--- config.mk ---
export PLATFORM = sky130hd
export DESIGN_NAME = modulation_bus_writer
export DESIGN_NICKNAME = d
export VERILOG_FILES = /design/src/rtl/mod_writer_pkg.sv /design/src/rtl/mod_word_fifo.sv /design/src/rtl/modulation_bus_writer.sv
export SDC_FILE = /design/constraint.sdc
export NUM_CORES = 1
export LEC_CHECK = 0
export CORE_MARGIN = 2
export CORE_UTILIZATION = 50
export DETAILED_ROUTE_END_ITERATION = 8
export PLACE_DENSITY = 0.79
export SYNTH_ARGS = -nofsm -noshare
export SYNTH_HDL_FRONTEND = slang
export SYNTH_HIERARCHICAL = 1
export SYNTH_SLANG_ARGS = --single-unit
--- constraint.sdc ---
create_clock -name CLK -period 2.1 [get_ports CLK]
set_input_delay 0.42 -clock CLK [delete_from_list [all_inputs] [get_ports CLK]]
set_output_delay 0.42 -clock CLK [all_outputs]
set_load 0.01 [all_outputs]
--- src/rtl/mod_writer_pkg.sv ---
// Shared types and sizing for the modulation sample buffer writer.
package mod_writer_pkg;

  localparam int BUS_AW     = 14;
  localparam int BUS_DW     = 16;
  localparam int PAGE_W     = 1;
  localparam int MOD_AW     = 16;  // equals BUS_AW + 1 + PAGE_W
  localparam int FIFO_DEPTH = 2;
  localparam int FIFO_CW    = $clog2(FIFO_DEPTH + 1);

  typedef struct packed {
    logic [PAGE_W-1:0] page;
    logic [BUS_AW-1:0] addr;
    logic [BUS_DW-1:0] data;
  } mod_word_t;

  typedef enum logic [1:0] {
    S_IDLE = 2'd0,
    S_LO   = 2'd1,
    S_HI   = 2'd2
  } wr_state_t;

  // Byte address of the even (odd=0) or odd (odd=1) sample of a queued word.
  function automatic logic [MOD_AW-1:0] byte_addr(input mod_word_t w, input logic odd);
    return {w.page, w.addr, odd};
  endfunction

endpackage

--- src/rtl/mod_word_fifo.sv ---
// Small synchronous FIFO of host words; head entry is presented combinationally.
module mod_word_fifo
  import mod_writer_pkg::*;
#(
  parameter int DEPTH = FIFO_DEPTH
) (
  input  logic                           CLK,
  input  logic                           RST,
  input  logic                           push,
  input  mod_word_t                      wdata,
  input  logic                           pop,
  output mod_word_t                      rdata,
  output logic                           full,
  output logic                           empty,
  output logic [$clog2(DEPTH+1)-1:0]     count
);

  localparam int PW = (DEPTH > 1) ? $clog2(DEPTH) : 1;
  localparam int CW = $clog2(DEPTH + 1);

  mod_word_t         mem_q [DEPTH];
  mod_word_t         mem_d [DEPTH];
  logic [PW-1:0]     wr_ptr_q, wr_ptr_d;
  logic [PW-1:0]     rd_ptr_q, rd_ptr_d;
  logic [CW-1:0]     count_q, count_d;
  logic              push_ok, pop_ok;

  assign full    = (count_q == CW'(DEPTH));
  assign empty   = (count_q == '0);
  assign count   = count_q;
  assign rdata   = mem_q[rd_ptr_q];
  // A full FIFO refuses pushes even when the same cycle pops.
  assign push_ok = push & ~full;
  assign pop_ok  = pop & ~empty;

  // Next-state for storage, pointers and occupancy.
  always_comb begin
    mem_d    = mem_q;
    wr_ptr_d = wr_ptr_q;
    rd_ptr_d = rd_ptr_q;
    count_d  = count_q;
    if (push_ok) begin
      mem_d[wr_ptr_q] = wdata;
      wr_ptr_d        = wr_ptr_q + PW'(1);
    end
    if (pop_ok) begin
      rd_ptr_d = rd_ptr_q + PW'(1);
    end
    case ({push_ok, pop_ok})
      2'b10:   count_d = count_q + CW'(1);
      2'b01:   count_d = count_q - CW'(1);
      default: count_d = count_q;
    endcase
  end

  // FIFO state registers; reset flushes all entries.
  always_ff @(posedge CLK) begin
    if (RST) begin
      for (int i = 0; i < DEPTH; i++) mem_q[i] <= '0;
      wr_ptr_q <= '0;
      rd_ptr_q <= '0;
      count_q  <= '0;
    end else begin
      mem_q    <= mem_d;
      wr_ptr_q <= wr_ptr_d;
      rd_ptr_q <= rd_ptr_d;
      count_q  <= count_d;
    end
  end

endmodule

--- src/rtl/modulation_bus_writer.sv ---
// Host word writer: queues 16-bit words and serialises them into byte writes
// on the modulation buffer, tracking the highest byte address written.
//
// state  | meaning
// S_IDLE | nothing to emit; leave when the FIFO holds a word
// S_LO   | emit even sample of the head word at {page, addr, 0}
// S_HI   | emit odd sample at {page, addr, 1} and pop the head word
module modulation_bus_writer
  import mod_writer_pkg::*;
(
  input  logic              CLK,
  input  logic              RST,
  input  logic              BUS_EN,
  input  logic              BUS_WE,
  input  logic [BUS_AW-1:0] BUS_ADDR,
  input  logic [BUS_DW-1:0] BUS_DATA,
  input  logic [PAGE_W-1:0] PAGE_SEL,
  output logic              BUS_READY,
  input  logic              CLEAR,
  output logic              MOD_WE,
  output logic [MOD_AW-1:0] MOD_WADDR,
  output logic [7:0]        MOD_WDATA,
  output logic [MOD_AW-1:0] MAX_ADDR,
  output logic              IDLE
);

  wr_state_t          state_q, state_d;
  logic               mod_we_q, mod_we_d;
  logic [MOD_AW-1:0]  mod_waddr_q, mod_waddr_d;
  logic [7:0]         mod_wdata_q, mod_wdata_d;
  logic [MOD_AW-1:0]  max_addr_q, max_addr_d;

  logic               push, pop;
  logic               fifo_full, fifo_empty;
  logic [FIFO_CW-1:0] fifo_count;
  mod_word_t          push_word, head_word;

  // Ready depends only on registered occupancy, never on the bus inputs.
  assign BUS_READY = ~fifo_full;
  assign push      = BUS_EN & BUS_WE & BUS_READY;
  assign push_word = '{page: PAGE_SEL, addr: BUS_ADDR, data: BUS_DATA};

  mod_word_fifo #(.DEPTH(FIFO_DEPTH)) u_fifo (
    .CLK   (CLK),
    .RST   (RST),
    .push  (push),
    .wdata (push_word),
    .pop   (pop),
    .rdata (head_word),
    .full  (fifo_full),
    .empty (fifo_empty),
    .count (fifo_count)
  );

  // Serialiser next-state and registered byte-write outputs.
  always_comb begin
    state_d     = state_q;
    mod_we_d    = 1'b0;
    mod_waddr_d = mod_waddr_q;
    mod_wdata_d = mod_wdata_q;
    pop         = 1'b0;
    case (state_q)
      S_IDLE: begin
        if (!fifo_empty) state_d = S_LO;
      end
      S_LO: begin
        mod_we_d    = 1'b1;
        mod_waddr_d = byte_addr(head_word, 1'b0);
        mod_wdata_d = head_word.data[7:0];
        state_d     = S_HI;
      end
      S_HI: begin
        mod_we_d    = 1'b1;
        mod_waddr_d = byte_addr(head_word, 1'b1);
        mod_wdata_d = head_word.data[15:8];
        pop         = 1'b1;
        // Another word is waiting if one stays behind the popped head or is
        // being pushed right now; going straight to S_LO avoids a WE gap.
        if ((fifo_count > FIFO_CW'(1)) || push) state_d = S_LO;
        else                                   state_d = S_IDLE;
      end
      default: state_d = S_IDLE;
    endcase
  end

  // High-water mark of emitted byte addresses; CLEAR beats a same-cycle update.
  always_comb begin
    max_addr_d = max_addr_q;
    if (CLEAR)                                      max_addr_d = '0;
    else if (mod_we_q && (mod_waddr_q > max_addr_q)) max_addr_d = mod_waddr_q;
  end

  // Serialiser and tracking registers.
  always_ff @(posedge CLK) begin
    if (RST) begin
      state_q     <= S_IDLE;
      mod_we_q    <= 1'b0;
      mod_waddr_q <= '0;
      mod_wdata_q <= '0;
      max_addr_q  <= '0;
    end else begin
      state_q     <= state_d;
      mod_we_q    <= mod_we_d;
      mod_waddr_q <= mod_waddr_d;
      mod_wdata_q <= mod_wdata_d;
      max_addr_q  <= max_addr_d;
    end
  end

  assign MOD_WE    = mod_we_q;
  assign MOD_WADDR = mod_waddr_q;
  assign MOD_WDATA = mod_wdata_q;
  assign MAX_ADDR  = max_addr_q;
  assign IDLE      = (state_q == S_IDLE) & fifo_empty & ~mod_we_q;

endmodule

==> run metrics <==
status complete, no violations; met1 WL 5.25 mm; number of cells on the worst hold path 2; clock-pin slew reported for the worst setup and hold paths after clock tree synthesis 110 ps; clock net sink count 109; peak clock frequency supported by timing 483 MHz; global-route wire length before repair 20.0 mm; data arrival time of the critical path 2370 ps; Final Critical Period 2070 ps; share of cells above drive strength 1 13.9%; num rows 37; critical-path maximum fanout 8; Initial Util 51.3%; Layout area overhead 23.3%; pins over their slew limit 0; headroom to the max-slew limit 71.5%; initial detailed-routing violation count 240; number of placed I/O pins 79; maximum number of pins on one net before global-route repair 52; element type at the critical path end flip-flop; number of global-route vias before repair 4186; Crit Path Class reg2reg; clock latency on the worst-skew pair 390 ps; Unique masters post-synth 35; total placed instance area 6210 sq um; remaining global-route overflow 0; clock root buffer sky130_fd_sc_hd__clkbuf_8; endpoint of the worst hold-timing path MOD_WADDR[7]$_SDFFE_PP0P_; total half-perimeter wirelength after legalization and detailed placement 8.21 mm; standard cell with the maximum stage delay on the critical path sky130_fd_sc_hd__a2111oi_2; number of iterations in the first detailed-routing pass 5; met3 wire length 489 microns; Worst IR Drop VDD 0.339 mV; cell breakdown of the critical path inv_2 > ha_4 > nor2b_4 > o211ai_1 > a2111oi_2 > o311a_4 > buf_12 > mux2i_2; ant diodes 0; leakage dissipation 2.42 nW; worst reg2reg path depth 8; Core Area 10300 sq um; Routability Congestion 0.793; final design area excluding fillers 6530 sq um; CTS tree built; routed wirelength normalized by instance count 15.7 microns; nets in the synthesized netlist 622; kind of launch point of the worst setup path flip-flop; detailed-route DRC error count 0; largest buffer count on any clock path 2; Die ar. 11400 sq um; CTS Hold Buffers Added 0; highest routed layer met4; Worst setup startpoint MAX_ADDR[1]$_SDFFE_PP0P_; number of flip-flops and latches in the synthesized netlist 109; number of H-tree branching levels 3; final hold vios 0; data required time of the worst path 2400 ps; vertical die dimension 107 microns; Worst Min Path Start RST; number of buffers inserted by port buffering 78; die width 107 microns; DRT Wirelength 12.2 mm; reg-to-reg critical path endpoint MAX_ADDR[4]$_SDFFE_PP0P_; Crit Reg-Reg Startpoint MAX_ADDR[1]$_SDFFE_PP0P_; number of antenna violations at the first check in global routing 0; via/cell ratio 5.36; ratio of final minimum period to clock period 98.6%; summed instance area of the synthesized netlist 5300 sq um; worst slew pin tran 428 ps; total vias in the final route 4162; number of nets with antenna violations after routing 0; post-synthesis cell count 565; total met2 wirelength after detailed routing 6.13 mm; number of buffers inserted during clock tree synthesis 9; number of warnings printed during yosys synthesis 6; total global routing track utilization 21.9%; RSZ-0062 raised after global routing true; setup violation total in the final timing report 0; Clock Skews 17.3 ps; count of maximum capacitance violations 0; Power Density 662 nW/um^2; worst hold-check path type in2reg; sequential-to-total area share from yosys stat 41.2%; Synth Area per Inst 9.38 sq um; max incr delay on CP 450 ps; final net count 693; total power after layout 0.00433 W; worst reg2reg setup slack 30 ps
==> cell type report <==
type / count / area, sq um
Tap cell: 136 / 170
Clock buffer: 11 / 151
Timing Repair Buffer: 100 / 995
Fill cell: 829 / 3790
Clock inverter: 5 / 66.3
Multi-Input combinational cell: 395 / 2880
Inverter: 21 / 78.8
Sequential cell: 109 / 2190
==> critical path, delay by kind of cell, from the launching register on <==
kind / cells / cell delay (ps)
multiplexers: 1 / 210
AND/OR/NAND/NOR: 1 / 120
AO/OA/AOI/OAI: 3 / 840
flip-flops: 1 / 370
buffers and inverters: 2 / 190
adder cells (fa/ha/maj): 1 / 250
==> cells by family (layout without fill, tap and decap cells) <==
logic type               Yosys count  after routing  share of synthesized area, %
XOR/XNOR                           3              3                         0.496
adder cells (fa/ha/maj)           21             21                          4.96
buffers and inverters             61            137                          5.67
multiplexers                     103            103                          20.2
AO/OA/AOI/OAI                     91             91                          9.45
AND/OR/NAND/NOR                  177            177                          18.1
flip-flops                       109            109                          41.2
==> cells in the mapped netlist <==
library cell | n | area (sq um)
sky130_fd_sc_hd__mux2_2 | 29 | 327
sky130_fd_sc_hd__nand4_2 | 1 | 12.5
sky130_fd_sc_hd__nand4_1 | 3 | 18.8
sky130_fd_sc_hd__nand2_1 | 38 | 143
sky130_fd_sc_hd__inv_1 | 21 | 78.8
sky130_fd_sc_hd__a21o_1 | 1 | 7.51
sky130_fd_sc_hd__or3_1 | 1 | 6.26
sky130_fd_sc_hd__nand2b_1 | 64 | 400
sky130_fd_sc_hd__o211ai_1 | 1 | 7.51
sky130_fd_sc_hd__a2111oi_0 | 1 | 8.76
sky130_fd_sc_hd__nor2_1 | 29 | 109
sky130_fd_sc_hd__o21a_1 | 2 | 15.0
sky130_fd_sc_hd__a211oi_1 | 9 | 67.6
sky130_fd_sc_hd__or4_1 | 1 | 7.51
sky130_fd_sc_hd__mux2_1 | 2 | 22.5
sky130_fd_sc_hd__nand3_1 | 3 | 15.0
sky130_fd_sc_hd__and3_1 | 1 | 6.26
sky130_fd_sc_hd__clkbuf_1 | 29 | 109
sky130_fd_sc_hd__mux2i_1 | 72 | 721
sky130_fd_sc_hd__dfxtp_1 | 109 | 2180
sky130_fd_sc_hd__and3_4 | 1 | 11.3
sky130_fd_sc_hd__a21oi_1 | 10 | 50.1
sky130_fd_sc_hd__nand2b_4 | 1 | 13.8
sky130_fd_sc_hd__buf_12 | 3 | 60.1
sky130_fd_sc_hd__xor2_1 | 1 | 8.76
sky130_fd_sc_hd__o21ai_1 | 5 | 25.0
sky130_fd_sc_hd__o311a_1 | 1 | 10.0
sky130_fd_sc_hd__xnor2_1 | 2 | 17.5
sky130_fd_sc_hd__buf_2 | 6 | 30.0
sky130_fd_sc_hd__o21ai_0 | 60 | 300
sky130_fd_sc_hd__o221ai_1 | 1 | 8.76
sky130_fd_sc_hd__nor2b_1 | 33 | 206
sky130_fd_sc_hd__buf_6 | 2 | 22.5
sky130_fd_sc_hd__nor3b_1 | 1 | 7.51
sky130_fd_sc_hd__ha_1 | 21 | 263
==> layout by cell type, fill, tap and decap left out, types with 2 or more instances in the layout <==
cell                              synthesis  layout
sky130_fd_sc_hd__mux2_1                   2       2
sky130_fd_sc_hd__nand2_1                 38      38
sky130_fd_sc_hd__mux2_2                  29      29
sky130_fd_sc_hd__nand3_1                  3       3
sky130_fd_sc_hd__clkbuf_8                 0      11
sky130_fd_sc_hd__nand4_1                  3       3
sky130_fd_sc_hd__buf_12                   3       3
sky130_fd_sc_hd__o21ai_1                  5       5
sky130_fd_sc_hd__dfxtp_2                  0       8
sky130_fd_sc_hd__dfxtp_1                109     101
sky130_fd_sc_hd__a21oi_1                 10      10
sky130_fd_sc_hd__nor2b_1                 33      32
sky130_fd_sc_hd__mux2i_1                 72      71
sky130_fd_sc_hd__clkdlybuf4s50_1          0      76
sky130_fd_sc_hd__o21ai_0                 60      60
sky130_fd_sc_hd__a211oi_1                 9       8
sky130_fd_sc_hd__o21a_1                   2       2
sky130_fd_sc_hd__buf_4                    0      18
sky130_fd_sc_hd__xnor2_1                  2       2
sky130_fd_sc_hd__ha_1                    21      19
sky130_fd_sc_hd__nand2b_1                64      64
sky130_fd_sc_hd__nor2_1                  29      28
sky130_fd_sc_hd__inv_1                   21      20
==> registers in the layout, summed over array words and instances (netlist names) <==
name and count:
u_fifo/wr_ptr_q 1, u_fifo/rd_ptr_q 1, u_fifo/count 2, MAX_ADDR 16, u_fifo/mem_q 62, MOD_WDATA 8
state_q 2, MOD_WADDR 16, MOD_WE 1
==> report_power, final <==
group          total [W]  leakage [nW]  internal (W)  switching (W)
Clock            0.00137         0.108      0.000632       0.000741
Sequential       0.00222         0.888       0.00216      0.0000593
Combinational   0.000734          1.43      0.000379       0.000355
==> worst max path at each step <==
stage / to / slack (ps) / depth (start not counted)
4_1_cts: BUS_READY / 6 / 4
3_3_place_gp: u_fifo/count[1]$_SDFFE_PP0P_ / 150 / 6
3_5_place_dp: MAX_ADDR[4]$_SDFFE_PP0P_ / 70 / 8
6_report: MAX_ADDR[4]$_SDFFE_PP0P_ / 30 / 8
5_1_grt: MAX_ADDR[4]$_SDFFE_PP0P_ / -70 / 8
2_1_floorplan: u_fifo/count[1]$_SDFFE_PP0P_ / 70 / 9
==> metrics by stage <==
stage / util (%) / std cells / hold WS, ps / setup TNS (ps) / worst slack [ps]
2_1_floorplan: - / 565 / 445 / 0 / 74.9
3_3_place_gp: 60.1 / 758 / 453 / 0 / 151
3_5_place_dp: 60.1 / 758 / 464 / 0 / 67.4
4_1_cts: 62.2 / 774 / 442 / 0 / 5.59
5_1_grt: 63.3 / 777 / 466 / -527 / -69.2
6_report: 63.3 / 777 / 443 / 0 / 29.2
==> per-layer routing <==
metal / vias to the layer above / GRT usage (%)
met4: 0 / 9.83
met5: - / 0
met2: 99 / 37.2
met1: 1994 / 27.1
met3: 22 / 3.71
li1: 2047 / -
==> timing repair <==
item | CTS | global route
pin swaps | 0 | 5
cloned | 0 | 1
gates resized for setup | 2 | 19
endpoints found under the setup margin | 1 | 17
buffers inserted | 0 | 2
No activity file was read; power rests on OpenSTA's default activity.
